### src/rtl/calc_op_arbiter_pkg.sv
// Shared MiniCalc2 opcode encodings and arbiter state encoding.
// Imported by the operation-port arbiter; the same constants serve the UART decoder and core.
package calc_op_arbiter_pkg;

  localparam logic [1:0] OP_PUSH_LO = 2'b00;
  localparam logic [1:0] OP_PUSH_HI = 2'b01;
  localparam logic [1:0] OP_EXEC    = 2'b10;
  localparam logic [1:0] OP_INVALID = 2'b11;

  // state | meaning
  // IDLE  | no op in flight, grant on any request
  // ISSUE | one-cycle strobe of the latched op to the core
  // WAIT  | waiting for core completion or timeout
  // REJECT| invalid opcode, report done+bad-op without touching the core
  typedef enum logic [1:0] {
    ST_IDLE   = 2'd0,
    ST_ISSUE  = 2'd1,
    ST_WAIT   = 2'd2,
    ST_REJECT = 2'd3
  } arb_state_t;

  function automatic logic pick_winner(input logic [1:0] valid, input logic prio);
    return valid[prio] ? prio : ~prio;
  endfunction

endpackage

### src/rtl/calc_op_arbiter_if.sv
// Requester-side and core-side signals of the operation-port arbiter.
// slave = arbiter view, master = environment (requesters + core) view.
interface calc_op_arbiter_if #(
  parameter int DATA_W = 8
);
  logic [1:0]        req_valid;
  logic [1:0]        req_op0;
  logic [DATA_W-1:0] req_data0;
  logic [1:0]        req_op1;
  logic [DATA_W-1:0] req_data1;
  logic [1:0]        req_ready;
  logic [1:0]        req_done;
  logic              req_bad_op;
  logic              core_op_valid;
  logic [1:0]        core_op;
  logic [DATA_W-1:0] core_data;
  logic              core_op_done;
  logic              busy;
  logic              owner;
  logic              timeout_err;
  logic              clear_err;

  modport slave (
    input  req_valid, req_op0, req_data0, req_op1, req_data1, core_op_done, clear_err,
    output req_ready, req_done, req_bad_op, core_op_valid, core_op, core_data,
           busy, owner, timeout_err
  );

  modport master (
    output req_valid, req_op0, req_data0, req_op1, req_data1, core_op_done, clear_err,
    input  req_ready, req_done, req_bad_op, core_op_valid, core_op, core_data,
           busy, owner, timeout_err
  );
endinterface

### src/rtl/calc_op_arbiter.sv
// Round-robin arbiter sharing the MiniCalc2 op port between local buttons (req 0) and UART (req 1).
// One op in flight at a time; completion timeout sets a sticky error.
module calc_op_arbiter
  import calc_op_arbiter_pkg::*;
#(
  parameter int DATA_W      = 8,
  parameter int TIMEOUT_CYC = 1024
) (
  input logic              i_clk,
  input logic              i_reset,
  calc_op_arbiter_if.slave bus
);

  localparam int CNT_W = $clog2(TIMEOUT_CYC);
  localparam logic [CNT_W-1:0] CNT_LAST = CNT_W'(TIMEOUT_CYC - 1);

  arb_state_t        r_state;
  arb_state_t        w_next_state;
  logic              r_prio;
  logic              r_owner;
  logic [1:0]        r_op;
  logic [DATA_W-1:0] r_data;
  logic [CNT_W-1:0]  r_cnt;
  logic              r_timeout_err;

  logic              w_winner;
  logic [1:0]        w_win_op;
  logic [DATA_W-1:0] w_win_data;
  logic              w_grant;
  logic              w_timeout;
  logic [1:0]        w_req_ready;
  logic [1:0]        w_req_done;
  logic              w_bad_op;
  logic              w_core_op_valid;
  logic [1:0]        w_owner_mask;

  always_comb begin
    w_next_state    = r_state;
    w_grant         = 1'b0;
    w_timeout       = 1'b0;
    w_req_ready     = 2'b00;
    w_req_done      = 2'b00;
    w_bad_op        = 1'b0;
    w_core_op_valid = 1'b0;
    w_winner        = pick_winner(bus.req_valid, r_prio);
    w_win_op        = w_winner ? bus.req_op1 : bus.req_op0;
    w_win_data      = w_winner ? bus.req_data1 : bus.req_data0;
    w_owner_mask    = r_owner ? 2'b10 : 2'b01;

    case (r_state)
      ST_IDLE: begin
        if (|bus.req_valid) begin
          w_grant      = 1'b1;
          w_req_ready  = w_winner ? 2'b10 : 2'b01;
          w_next_state = (w_win_op == OP_INVALID) ? ST_REJECT : ST_ISSUE;
        end
      end
      ST_ISSUE: begin
        w_core_op_valid = 1'b1;
        w_next_state    = ST_WAIT;
      end
      ST_WAIT: begin
        if (bus.core_op_done) begin
          w_req_done   = w_owner_mask;
          w_next_state = ST_IDLE;
        end else if (r_cnt == CNT_LAST) begin
          w_timeout    = 1'b1;
          w_req_done   = w_owner_mask;
          w_next_state = ST_IDLE;
        end
      end
      ST_REJECT: begin
        w_req_done   = w_owner_mask;
        w_bad_op     = 1'b1;
        w_next_state = ST_IDLE;
      end
      default: w_next_state = ST_IDLE;
    endcase

    // An op aborted by reset must not report completion or start anything new.
    if (i_reset) begin
      w_grant         = 1'b0;
      w_timeout       = 1'b0;
      w_req_ready     = 2'b00;
      w_req_done      = 2'b00;
      w_bad_op        = 1'b0;
      w_core_op_valid = 1'b0;
    end
  end

  always_ff @(posedge i_clk) begin
    if (i_reset) begin
      r_state       <= ST_IDLE;
      r_prio        <= 1'b0;
      r_owner       <= 1'b0;
      r_op          <= 2'b00;
      r_data        <= '0;
      r_cnt         <= '0;
      r_timeout_err <= 1'b0;
    end else begin
      r_state <= w_next_state;
      if (w_grant) begin
        r_prio  <= ~w_winner;
        r_owner <= w_winner;
        r_op    <= w_win_op;
        r_data  <= w_win_data;
      end
      if (r_state == ST_ISSUE) begin
        r_cnt <= '0;
      end else if (r_state == ST_WAIT && !bus.core_op_done && !w_timeout) begin
        r_cnt <= r_cnt + CNT_W'(1);
      end
      if (w_timeout) begin
        r_timeout_err <= 1'b1;
      end else if (bus.clear_err) begin
        r_timeout_err <= 1'b0;
      end
    end
  end

  assign bus.req_ready     = w_req_ready;
  assign bus.req_done      = w_req_done;
  assign bus.req_bad_op    = w_bad_op;
  assign bus.core_op_valid = w_core_op_valid;
  assign bus.core_op       = r_op;
  assign bus.core_data     = r_data;
  assign bus.busy          = (r_state != ST_IDLE);
  assign bus.owner         = r_owner;
  assign bus.timeout_err   = r_timeout_err;

endmodule

### src/flat_wrapper.sv
// flat-port wrapper written by rule: the top's interface ports become plain ports
module calc_op_arbiter_flat import calc_op_arbiter_pkg::*;
#(
  parameter int DATA_W      = 8,
  parameter int TIMEOUT_CYC = 1024
)
  (i_clk, i_reset, bus_req_valid, bus_req_op0, bus_req_data0, bus_req_op1, bus_req_data1, bus_core_op_done, bus_clear_err, bus_req_ready, bus_req_done, bus_req_bad_op, bus_core_op_valid, bus_core_op, bus_core_data, bus_busy, bus_owner, bus_timeout_err);
  calc_op_arbiter_if #(.DATA_W(DATA_W)) bus_i ();
  input logic i_clk;
  input logic i_reset;
  input wire logic [$bits(bus_i.req_valid)-1:0] bus_req_valid;
  input wire logic [$bits(bus_i.req_op0)-1:0] bus_req_op0;
  input wire logic [$bits(bus_i.req_data0)-1:0] bus_req_data0;
  input wire logic [$bits(bus_i.req_op1)-1:0] bus_req_op1;
  input wire logic [$bits(bus_i.req_data1)-1:0] bus_req_data1;
  input wire logic [$bits(bus_i.core_op_done)-1:0] bus_core_op_done;
  input wire logic [$bits(bus_i.clear_err)-1:0] bus_clear_err;
  output wire logic [$bits(bus_i.req_ready)-1:0] bus_req_ready;
  output wire logic [$bits(bus_i.req_done)-1:0] bus_req_done;
  output wire logic [$bits(bus_i.req_bad_op)-1:0] bus_req_bad_op;
  output wire logic [$bits(bus_i.core_op_valid)-1:0] bus_core_op_valid;
  output wire logic [$bits(bus_i.core_op)-1:0] bus_core_op;
  output wire logic [$bits(bus_i.core_data)-1:0] bus_core_data;
  output wire logic [$bits(bus_i.busy)-1:0] bus_busy;
  output wire logic [$bits(bus_i.owner)-1:0] bus_owner;
  output wire logic [$bits(bus_i.timeout_err)-1:0] bus_timeout_err;
  assign bus_i.req_valid = bus_req_valid;
  assign bus_i.req_op0 = bus_req_op0;
  assign bus_i.req_data0 = bus_req_data0;
  assign bus_i.req_op1 = bus_req_op1;
  assign bus_i.req_data1 = bus_req_data1;
  assign bus_i.core_op_done = bus_core_op_done;
  assign bus_i.clear_err = bus_clear_err;
  assign bus_req_ready = bus_i.req_ready;
  assign bus_req_done = bus_i.req_done;
  assign bus_req_bad_op = bus_i.req_bad_op;
  assign bus_core_op_valid = bus_i.core_op_valid;
  assign bus_core_op = bus_i.core_op;
  assign bus_core_data = bus_i.core_data;
  assign bus_busy = bus_i.busy;
  assign bus_owner = bus_i.owner;
  assign bus_timeout_err = bus_i.timeout_err;
  calc_op_arbiter #(.DATA_W(DATA_W), .TIMEOUT_CYC(TIMEOUT_CYC)) u_core (.i_clk(i_clk), .i_reset(i_reset), .bus(bus_i));
endmodule
### config.mk
export PLATFORM = sky130hd
export DESIGN_NAME = calc_op_arbiter_flat
export DESIGN_NICKNAME = d
export VERILOG_FILES = /design/src/rtl/calc_op_arbiter_pkg.sv /design/src/rtl/calc_op_arbiter_if.sv /design/src/rtl/calc_op_arbiter.sv /design/src/flat_wrapper.sv
export SDC_FILE = /design/constraint.sdc
export NUM_CORES = 1
export LEC_CHECK = 0
export CAP_MARGIN = 40
export CORE_ASPECT_RATIO = 0.6
export CORE_MARGIN = 2
export CORE_UTILIZATION = 40
export CTS_BUF_LIST = sky130_fd_sc_hd__clkbuf_8 sky130_fd_sc_hd__clkbuf_16
export DETAILED_ROUTE_END_ITERATION = 12
export DONT_BUFFER_PORTS = 1
export MAX_ROUTING_LAYER = met4
export SETUP_SLACK_MARGIN = 0.2
export SLEW_MARGIN = 20
export SYNTH_ARGS = -nofsm -noshare
export SYNTH_HDL_FRONTEND = slang
export SYNTH_SLANG_ARGS = --single-unit
### constraint.sdc
create_clock -name i_clk -period 2.8 [get_ports i_clk]
set_clock_uncertainty 0.1 [all_clocks]
set_input_delay 0.56 -clock i_clk [delete_from_list [all_inputs] [get_ports i_clk]]
set_output_delay 0.56 -clock i_clk [all_outputs]
set_load 0.01 [all_outputs]
Word-level counts from Yosys, hierarchy flattened
Cells that the tools add are included.
{"block": "totals", "regBits": 25, "in_bits": 26, "output_inout_bits": 19, "word_cells": 60}
{"block": "op_classes", "n_addsub": 1, "n_lt_le_gt_ge": 1, "n_eq_ne": 7, "muxes": 32, "bitwise_logic": 2, "n_reduce_logical": 10}
{"operator": "$mux 2", "count": 13}
{"operator": "$mux 1", "count": 16}
{"operator": "$add 10x1->10 const B", "count": 1}
{"operator": "$eq 10x10->1 const B", "count": 1}
{"operator": "$mux 8", "count": 1}
{"operator": "$pmux 2 s4", "count": 1}
{"operator": "$eq 2x2->1 const B", "count": 3}
{"operator": "$pmux 2 s2", "count": 1}
{"operator": "$reduce_bool 2->1", "count": 2}
{"operator": "$reduce_or 2->1", "count": 2}
{"operator": "$ne 3x2->1 const B", "count": 1}
{"operator": "$eq 2x1->1 const B", "count": 1}
{"operator": "$logic_and 1x1->1", "count": 2}
{"operator": "$logic_not 1->1", "count": 2}
{"operator": "$logic_not 2->1", "count": 1}
{"operator": "$lt 1x2->1 const B", "count": 1}
{"operator": "$ne 2x1->1 const B", "count": 1}
{"operator": "$not 1->1", "count": 2}
{"operator": "$reduce_and 2->1", "count": 1}

Longest topological paths before layout
Gate-level depths: netlist (run 1).
{"block": "logic_depth", "ltp_word": 8, "depth_mapped": 5, "mapped_depth_nobuf": 5}

Worst setup path before layout (run 1)
Ideal clock, no wire load.
{"block": "synth_path", "kind": "register to output", "from": "register u_core.r_cnt[0]", "to": "output bus_req_done[0]", "t_arrival_ns": 1.515, "t_required_ns": 2.140, "slack_ns": 0.625, "stages_incl_launch_ff": 6, "path_buffers": 0, "cell_sequence": "dfxtp_1 ha_1 nand3_1 nor2_1 a311o_1 nor4b_1"}
{"block": "synth_via", "elab_chain_cells": 5}
{"element": "start: declaration", "line_no": "calc_op_arbiter.sv:23", "source": "logic [CNT_W-1:0] r_cnt;"}
{"element": "start signal: assignment", "line_no": "calc_op_arbiter.sv:111", "source": "r_cnt <= r_cnt + CNT_W'(1);"}
{"element": "$eq 10x10->1", "line_no": "calc_op_arbiter.sv:66", "source": "end else if (r_cnt == CNT_LAST) begin"}
{"element": "$mux 2", "line_no": "calc_op_arbiter.sv:66"}
{"element": "$mux 2", "line_no": "calc_op_arbiter.sv:63", "source": "if (bus.core_op_done) begin"}
{"element": "$pmux 2 s2", "line_no": "calc_op_arbiter.sv:50", "source": "case (r_state)"}
{"element": "$mux 2", "line_no": "calc_op_arbiter.sv:81", "source": "if (i_reset) begin"}
{"element": "end: declaration", "line_no": "flat_wrapper.sv:19", "source": "output wire logic [$bits(bus_i.req_done)-1:0] bus_req_done;"}
No other way between the ends.

Worst setup path in the final report (run 1)
Same ends and word-level chain as after synthesis.

==> flow_summary.toml, run 1 <==
[drt]
first_iter_violations = 21
drc = 0
viasPerCell = 5.63
route.detailed.wl_per_inst_um = 14.1
firstDrtPassIters = 4
postRouteWirelength_um = 2480
ant_nets = 0
vias = 991

[synth]
synth-seq-area-share_pct = 40.5
synth_area_leader_cell = "dfxtp_1"
synth_ff_type = "dfxtp_1"
synth_top_family_by_area = "simple AND/OR/NAND/NOR gates"
synth_top_area_share_pct = 40.5
synth_edf_count = 0
yosys-top-cells-count = "25 x dfxtp_1, 21 x nor2_1, 11 x a211oi_1, 11 x mux2i_1, 7 x a21oi_1"
yosys_warnings = 0
synth.area.mux_share_pct = 9.83
netlist_area_um2 = 1230
synth-adder-area-share_pct = 1.01
synthArstFlopShare_pct = 0
postSynthCellCount = 135
yosysMostFrequentCell = "dfxtp_1"
syn_avg_cell_area_um2 = 9.15
synth_compound_area_share_pct = 20.4
synth_nets = 162
synth-seq-cells = 25
ys_types = 41
synth_simple_gate_area_share_pct = 22.0
synth-xor-area-share_pct = 2.84
yosys-top-cells-area = "dfxtp_1 41%, mux2i_1 8.9%, a211oi_1 6.7%"

[floorplan]
core-area_um2 = 2910
dieArea_um2 = 3560
start_util_pct = 42.5
die_w_um = 75.7
row_count = 15
die_height_um = 47.0
ios = 45

[grt]
grt_busiest_layer = "met2"
grt_max_degree = 24
antenna_found_initial = 0
grt_pass1_vias = 817
grt_use_met2_pct = 21.9
grt_pass1_wl_um = 3620
grt_util_met1_pct = 18.7
globalRouteTotalUtil_pct = 14.4
grt_overflow = 0
use_met3_pct = 4.72

[finish]
fillers = 288
diodes = 0
area_delta_synth_final_pct = 7.50
layout-drive-gt1-share_pct = 8.96
fin_nets = 162

[cts]
path_clk_slew_ns = 0.08
postCtsResizedCells = 1
numCtsBuffers = 3
clkLatencyLatePin_ns = 0.26
cts_buffer_depth = 2
cts_root_buf = "clkbuf_8"
h-tree-depth = 1
hold_buffers = 0
postCtsSetupBuffers = 0
clock_sinks = 25
cts_tree = "built"

[setup_path]
reg2reg_from = "u_core.r_state[1]$_SDFFE_PP0P_"
worstSetupStartpointType = "flop"
cp.required_ns = 2.14
crit_start = "u_core.r_cnt[0]$_SDFFE_PP0P_"
crit_type = "reg2out"
setup.worst_path.end_class = "primary output"
cp_data_arrival_time_ns = 1.79
path_max_fanout = 4

[timing]
relSlewSlack_pct = 54.1
hold_violations = 0
max_freq_ghz = 0.408
final.setup.tns_ns = 0
finalCriticalPeriod_ns = 2.45
worst_slew_pin_slew_ns = 0.689
rsz0062_at_grt = "no"
min_period_over_period_pct = 87.5
setup-violations-final = 0
finalMaxSlewViolations = 0

[pwr]
powerDensity_nw_per_um2 = 569
leakage_nw = 0.488
irDropWorstVdd_mv = 0.205
power_mw = 0.756

[run]
maxCapViolations = 0

[placed_design]
port_buffers = 0
gp_congestion = 0.743
dp_hpwl_um = 1890

[min_path]
hp-class = "in2reg"
worstHoldStart = "i_reset"

[outcome]
status = "complete, no violations"
[worst max-delay path, stage by stage, from the launching register on]
cell     delay [ns]
dfxtp_1        0.39
ha_1           0.22
nand3_1        0.15
nor2_1         0.25
a311o_1        0.26
nor4b_4        0.27
[through the flow]
step           utilization [%]  std cells  setup WS [ns]  area, um2  hold WS [ns]
4_1_cts                   45.3        176          0.285       1320         0.249
5_1_grt                   45.6        176          0.207       1330         0.243
2_1_floorplan                -        135          0.625       1230         0.362
3_5_place_dp              43.6        172          0.418       1270         0.378
6_report                  45.6        176          0.351       1330         0.259
3_3_place_gp              43.6        172          0.453       1270         0.372
[cells in the final DEF, fill, tap and decap left out, types with 4 or more instances in the layout]
master,synthesis,layout
a21oi_1,7,7
xor2_1,4,4
inv_1,4,5
a211oi_1,11,11
o21ai_0,4,4
nor2_1,21,21
mux2i_1,11,11
dfxtp_1,25,25
[state kept, by name, indices dropped and copies added, names as in the netlist]
name	cells
u_core.r_cnt	10
u_core.r_state	2
u_core.bus.core_data	8
u_core.bus.owner	1
u_core.r_prio	1
u_core.bus.timeout_err	1
u_core.bus.core_op	2
[layer usage]
| layer | vias up | share of wire, % |
|---|---|---|
| li1 | 503 | - |
| met1 | 446 | 48 |
| met2 | 40 | 42 |
| met3 | 2 | 8.8 |
| met4 | 0 | 0.53 |
| met5 | - | 0 |
[worst paths after layout]
check | cells past startpoint | slack [ns] | endpoint
min reg2reg | 2 | 0.39 | u_core.r_prio$_SDFFE_PP0P_
min | 1 | 0.26 | u_core.bus.timeout_err$_SDFFE_PP0P_
max reg2reg | 4 | 1.06 | u_core.r_cnt[9]$_SDFFE_PP0P_
max | 5 | 0.35 | bus_req_done[0]
[area by class of cell]
| class | instances | area (um2) | area share (%) |
|---|---|---|---|
| Clock buffer | 3 | 41.3 | 3.11 |
| Clock inverter | 1 | 3.75 | 0.283 |
| Inverter | 4 | 15.0 | 1.13 |
| Multi-Input combinational cell | 100 | 707 | 53.3 |
| Sequential cell | 25 | 500 | 37.7 |
| Tap cell | 42 | 52.6 | 3.96 |
| Timing Repair Buffer | 1 | 7.51 | 0.566 |
[cells by family (layout without fill, tap and decap cells)]
| kind of cell | count (synthesis) | count (layout) |
|---|---|---|
| AO/OA/AOI/OAI | 35 | 35 |
| XOR/XNOR | 4 | 4 |
| adder cells (fa/ha/maj) | 1 | 1 |
| buffers and inverters | 10 | 9 |
| flip-flops | 25 | 25 |
| multiplexers | 12 | 12 |
| AND/OR/NAND/NOR | 48 | 48 |
[power breakdown]
group | switching, mW | total, mW | internal, mW
registers | 0.0392 | 0.426 | 0.387
logic | 0.0737 | 0.129 | 0.0553
clock network | 0.103 | 0.201 | 0.0978
total | 0.216 | 0.756 | 0.540
No activity file was read; power rests on OpenSTA's default activity.
==> run 2: changes to the inputs <==
Settings changed: CELL_PAD_IN_SITES_DETAIL_PLACEMENT set to 0, CELL_PAD_IN_SITES_GLOBAL_PLACEMENT set to 2, CORE_ASPECT_RATIO 0.6 to not set, CORE_UTILIZATION 40 to 37, PLACE_DENSITY set to 0.83.
==> run 2 against run 1 <==
Combinational power barely moved. Critical endpoint is now bus_req_done[1]. Routed wire length fell by 2.5%. Sequential power barely moved.
==> flow_summary.toml, run 2 (synthesized netlist as in run 1, its figures left out) <==
[placed_design]
port_buffers = 0
dpl_cell_area_um2 = 1270
gp_congestion = 0.688
dp_hpwl_um = 1790

[setup_path]
cp_data_arrival_time_ns = 1.74
crit_type = "reg2out"
setup.worst_path.end_class = "primary output"
worstSetupStartpointType = "flop"
cp.required_ns = 2.14
crit_slowest_cell = "dfxtp_1"
crit_path_cell_trace = "ha_1, nand3_1, nor2_2, a311o_1, and4b_2"
cp_slowest_stage_delay_ns = 0.39
path_max_fanout = 4
regToRegSetupSlack_ns = 1.04

[finish]
fillers = 318
fin_nets = 162
largest_reg_flops = 10
multi_input_area_um2 = 709
regArea_um2 = 500
area_delta_synth_final_pct = 8.00
diodes = 0
regMostFlops = "u_core.r_cnt"
final_cell_mix = "25 x dfxtp_1, 20 x nor2_1, 11 x mux2i_1, 11 x a211oi_1, 7 x a21oi_1"
layout-drive-gt1-share_pct = 10.4
design_area_um2 = 1330
final_common_cell = "dfxtp_1"

[drt]
drc = 0
postRouteWirelength_um = 2410
ant_nets = 0
viasPerCell = 5.50
route.detailed.wl_per_inst_um = 13.6
firstDrtPassIters = 4
vias = 979
first_iter_violations = 64

[cts]
path_clk_slew_ns = 0.08
clock_sinks = 25
numCtsBuffers = 3
postCtsSetupBuffers = 0
cts_tree = "built"
cts_root_buf = "clkbuf_8"
clkLatencyLatePin_ns = 0.27
cts_buffer_depth = 2
h-tree-depth = 1
hold_buffers = 0

[timing]
finalCriticalPeriod_ns = 2.40
max_freq_ghz = 0.417
min_period_over_period_pct = 85.6
final.setup.tns_ns = 0
rsz0062_at_grt = "no"
worst_slew_pin_slew_ns = 0.713
finalMaxSlewViolations = 0
hold_violations = 0
relSlewSlack_pct = 52.4
setup-violations-final = 0

[grt]
grt_use_met2_pct = 23.6
use_met3_pct = 4.55
grt_util_met1_pct = 17.4
grt_busiest_layer = "met2"
grt_pass1_vias = 909
grt_pass1_wl_um = 4110
antenna_found_initial = 0
globalRouteTotalUtil_pct = 15.0
grt_max_degree = 24
grt_overflow = 0

[floorplan]
die_w_um = 61.8
ios = 45
start_util_pct = 39.8
die_height_um = 61.8
core-area_um2 = 3100
dieArea_um2 = 3820
row_count = 20

[pwr]
leakage_nw = 0.487
irDropWorstVdd_mv = 0.290
powerDensity_nw_per_um2 = 574

[min_path]
hp-class = "in2reg"

[run]
maxCapViolations = 0

[outcome]
status = "complete, no violations"
-- run 2: power breakdown --
group          leakage [nW]  internal, mW  switching [mW]
clock                0.0255        0.0996           0.111
sequential            0.205         0.387          0.0386
combinational         0.256        0.0554          0.0741
total                 0.487         0.542           0.223
-- run 2: area by class of cell --
type                            count  area share (%)
Inverter                            4            1.13
Timing Repair Buffer                1           0.563
Clock inverter                      1           0.375
Clock buffer                        3            3.10
Multi-Input combinational cell    100            53.2
Sequential cell                    25            37.5
Tap cell                           44            4.13
-- run 2: what timing repair did --
action                     CTS  global route
gates resized for setup      1             2
pin swaps                    0             0
setup endpoints to repair    1             1
-- run 2: layer usage --
metal  share of wire [%]  vias to the layer above  routed length (um)
met5                   0                        -                   0
met4                 2.0                        0                  48
met3                 7.2                        4                 174
met2                  45                       31                1090
met1                  45                      442                1100
li1                    -                      502                   -
-- run 2: through the flow --
step	instances	total power [mW]	hold slack, ns	worst slack (ns)	utilization, %
floorplan	135	0.542	0.362	0.625	-
global placement	174	0.558	0.374	0.482	40.9
detailed placement	174	0.562	0.386	0.431	40.9
CTS	178	0.777	0.240	0.278	42.6
global route	178	0.815	0.234	0.244	43.0
finish	178	0.765	0.251	0.403	43.0
-- run 2: worst paths after layout --
path / depth (start not counted) / start / endpoint
hold / removal: 1 / i_reset / u_core.bus.timeout_err$_SDFFE_PP0P_
hold reg to reg: 2 / u_core.r_prio$_SDFFE_PP0P_ / u_core.r_prio$_SDFFE_PP0P_
setup reg to reg: 4 / u_core.r_state[0]$_SDFFE_PP0P_ / u_core.bus.core_data[2]$_SDFFE_PP0P_
setup / recovery: 5 / u_core.r_cnt[0]$_SDFFE_PP0P_ / bus_req_done[1]
-- run 2: critical path, delay by kind of cell (launching register included) --
kind | cells | cell delay (ns)
flip-flops | 1 | 0.39
AO/OA/AOI/OAI | 1 | 0.24
adder cells (fa/ha/maj) | 1 | 0.22
AND/OR/NAND/NOR | 3 | 0.62
==> run 3: changes to the inputs <==
Settings changed: ABC_AREA set to 1, CORE_UTILIZATION 37 to 35, PLACE_DENSITY 0.83 to 0.85.
==> run 3 against run 2 <==
Global-route usage increased by 1.5 points. Critical path type unchanged. Critical endpoint unchanged. Core utilization decreased by 3.4 points. Combinational power about the same. Area after synthesis increased by 12%. Worst hold slack improved by 0.0042 ns. First-iteration DRC count decreased by 44%. Final area increased by 11%. Sequential power decreased by 5.4%. Clock-buffer cell count unchanged. Fmax increased by 4.3%.
==> flow_summary.toml, run 3 <==
[outcome]
status = "complete, no violations"

[synth]
yosys-top-cells-area = "dfxtp_1 36%, nand2_1 16%, a21oi_1 7.9%"
synthArstFlopShare_pct = 0
ys_types = 31
yosysMostFrequentCell = "nand2_1"
synth_top_area_share_pct = 36.0
synth_area_leader_cell = "dfxtp_1"
synth_ff_type = "dfxtp_1"
synth_edf_count = 0
yosys_warnings = 0
netlist_area_um2 = 1390
yosys-top-cells-count = "59 x nand2_1, 25 x dfxtp_1, 22 x a21oi_1, 21 x inv_1, 19 x nor2_1"
synth-seq-cells = 25
postSynthCellCount = 203
syn_avg_cell_area_um2 = 6.84
synth_nets = 230
synth-seq-area-share_pct = 36.0

[timing]
max_freq_ghz = 0.435
setup-violations-final = 0
relSlewSlack_pct = 75.1
rsz0062_at_grt = "no"
hold_violations = 0
final.setup.tns_ns = 0
worst_slew_pin_slew_ns = 0.372
finalCriticalPeriod_ns = 2.30
finalMaxSlewViolations = 0
whs_ns = 0.256
min_period_over_period_pct = 82.0

[setup_path]
crit_type = "reg2out"
worstSetupStartpointType = "flop"
cp_data_arrival_time_ns = 1.64
path_max_fanout = 7
cp.required_ns = 2.14
setup.worst_path.end_class = "primary output"

[placed_design]
port_buffers = 0
dpl_cell_area_um2 = 1440
gp_congestion = 0.852
dp_hpwl_um = 2420

[cts]
hold_buffers = 0
clock_sinks = 25
postCtsResizedCells = 0
clkLatencyLatePin_ns = 0.27
postCtsSetupBuffers = 0
h-tree-depth = 1
cts_tree = "built"
cts_buffer_depth = 2
numCtsBuffers = 3
cts_root_buf = "clkbuf_8"
path_clk_slew_ns = 0.09

[finish]
final_cell_mix = "59 x nand2_1, 25 x dfxtp_1, 22 x inv_1, 22 x a21oi_1, 19 x nor2_1"
area_delta_synth_final_pct = 6.67
final_common_cell = "nand2_1"
largest_reg_flops = 10
regMostFlops = "u_core.r_cnt"
diodes = 0
layout-drive-gt1-share_pct = 11.2
design_area_um2 = 1480
fillers = 412
fin_nets = 233

[pwr]
p_sw_mw = 0.227
power_frac_seq_pct = 54.1
clkPwrFrac_pct = 28.4
leakage_nw = 0.636
sw_frac_of_total_pct = 30.4
p_int_mw = 0.518
comb_power_share_pct = 17.5
powerDensity_nw_per_um2 = 503
irDropWorstVdd_mv = 0.208

[grt]
globalRouteTotalUtil_pct = 16.5
grt_overflow = 0
grt_pass1_vias = 1253
grt_max_degree = 17
antenna_found_initial = 0
grt_pass1_wl_um = 5480

[min_path]
hp-class = "in2reg"

[drt]
drc = 0
ant_nets = 0
vias = 1250
postRouteWirelength_um = 3170
route.detailed.wl_per_inst_um = 12.5
first_iter_violations = 36
firstDrtPassIters = 4
viasPerCell = 4.94

[floorplan]
dieArea_um2 = 4490
die_w_um = 67.0
start_util_pct = 37.1
ios = 45
die_height_um = 67.0
core-area_um2 = 3740
row_count = 22

[run]
maxCapViolations = 0
-- run 3: cell types whose count changed after synthesis, sizes merged, moves of 11 or more --
cell	delta
nand2	+61
a211oi	-11
inv	+22
a21oi	+15
mux2i	-11
nand3	+12
-- run 3: cell families (layout without fill, tap and decap cells) --
| family | Yosys count | in the layout | synth area share [%] |
|---|---|---|---|
| AO/OA/AOI/OAI | 36 | 36 | 14.8 |
| XOR/XNOR | 3 | 3 | 1.89 |
| adder cells (fa/ha/maj) | 1 | 1 | 0.901 |
| buffers and inverters | 29 | 31 | 8.47 |
| flip-flops | 25 | 25 | 36.0 |
| AND/OR/NAND/NOR | 109 | 109 | 37.9 |
-- run 3: power by group through the flow --
| stage | logic, mW | clock network, mW | registers, mW |
|---|---|---|---|
| after floorplan | 0.115 | 0 | 0.408 |
| after global placement | 0.130 | 0 | 0.412 |
| after detailed placement | 0.132 | 0 | 0.412 |
| after CTS | 0.132 | 0.219 | 0.404 |
| after global routing | 0.148 | 0.237 | 0.407 |
| final | 0.130 | 0.211 | 0.403 |
-- run 3: final cells by class --
class                           count  area [um2]  area share, %
Multi-Input combinational cell    149         771           52.0
Tap cell                           48        60.1           4.05
Clock inverter                      1        3.75          0.253
Inverter                           26        97.6           6.59
Clock buffer                        3        41.3           2.79
Timing Repair Buffer                1        7.51          0.507
Sequential cell                    25         500           33.8
-- run 3: worst max-delay path, stage by stage, from the launching register on --
cell	delay [ns]
dfxtp_1	0.44
ha_1	0.24
inv_1	0.08
nor2_4	0.13
nand3_4	0.11
nand3_1	0.08
nand3_1	0.08
nor2_1	0.19
-- run 3: worst paths after layout --
kind                                                   start                             end  slack (ns)  cells after the start
worst max-delay path            u_core.r_cnt[0]$_SDFFE_PP0P_                 bus_req_done[1]        0.50                      7
worst min register to register  u_core.r_cnt[1]$_SDFFE_PP0P_    u_core.r_cnt[1]$_SDFFE_PP0P_        0.41                      2
worst min-delay path                                 i_reset  u_core.r_state[1]$_SDFFE_PP0P_        0.26                      1
worst max register to register  u_core.r_cnt[0]$_SDFFE_PP0P_    u_core.r_cnt[0]$_SDFFE_PP0P_        1.03                      6
-- run 3: per-layer routing --
metal	part of all wire (%)	GRT usage, %	vias up
met5	0	-	-
li1	-	-	653
met1	48	20.7	565
met2	46	26.4	28
met4	1.3	6.12	0
met3	4.9	3.21	4
-- run 3: stage by stage --
step | setup slack, ns | utilization, % | total power, mW | cells
floorplan | 0.916 | - | 0.523 | 203
global placement | 0.830 | 38.4 | 0.542 | 249
detailed placement | 0.780 | 38.4 | 0.544 | 249
CTS | 0.483 | 39.6 | 0.756 | 253
global route | 0.360 | 39.6 | 0.793 | 253
finish | 0.503 | 39.6 | 0.745 | 253
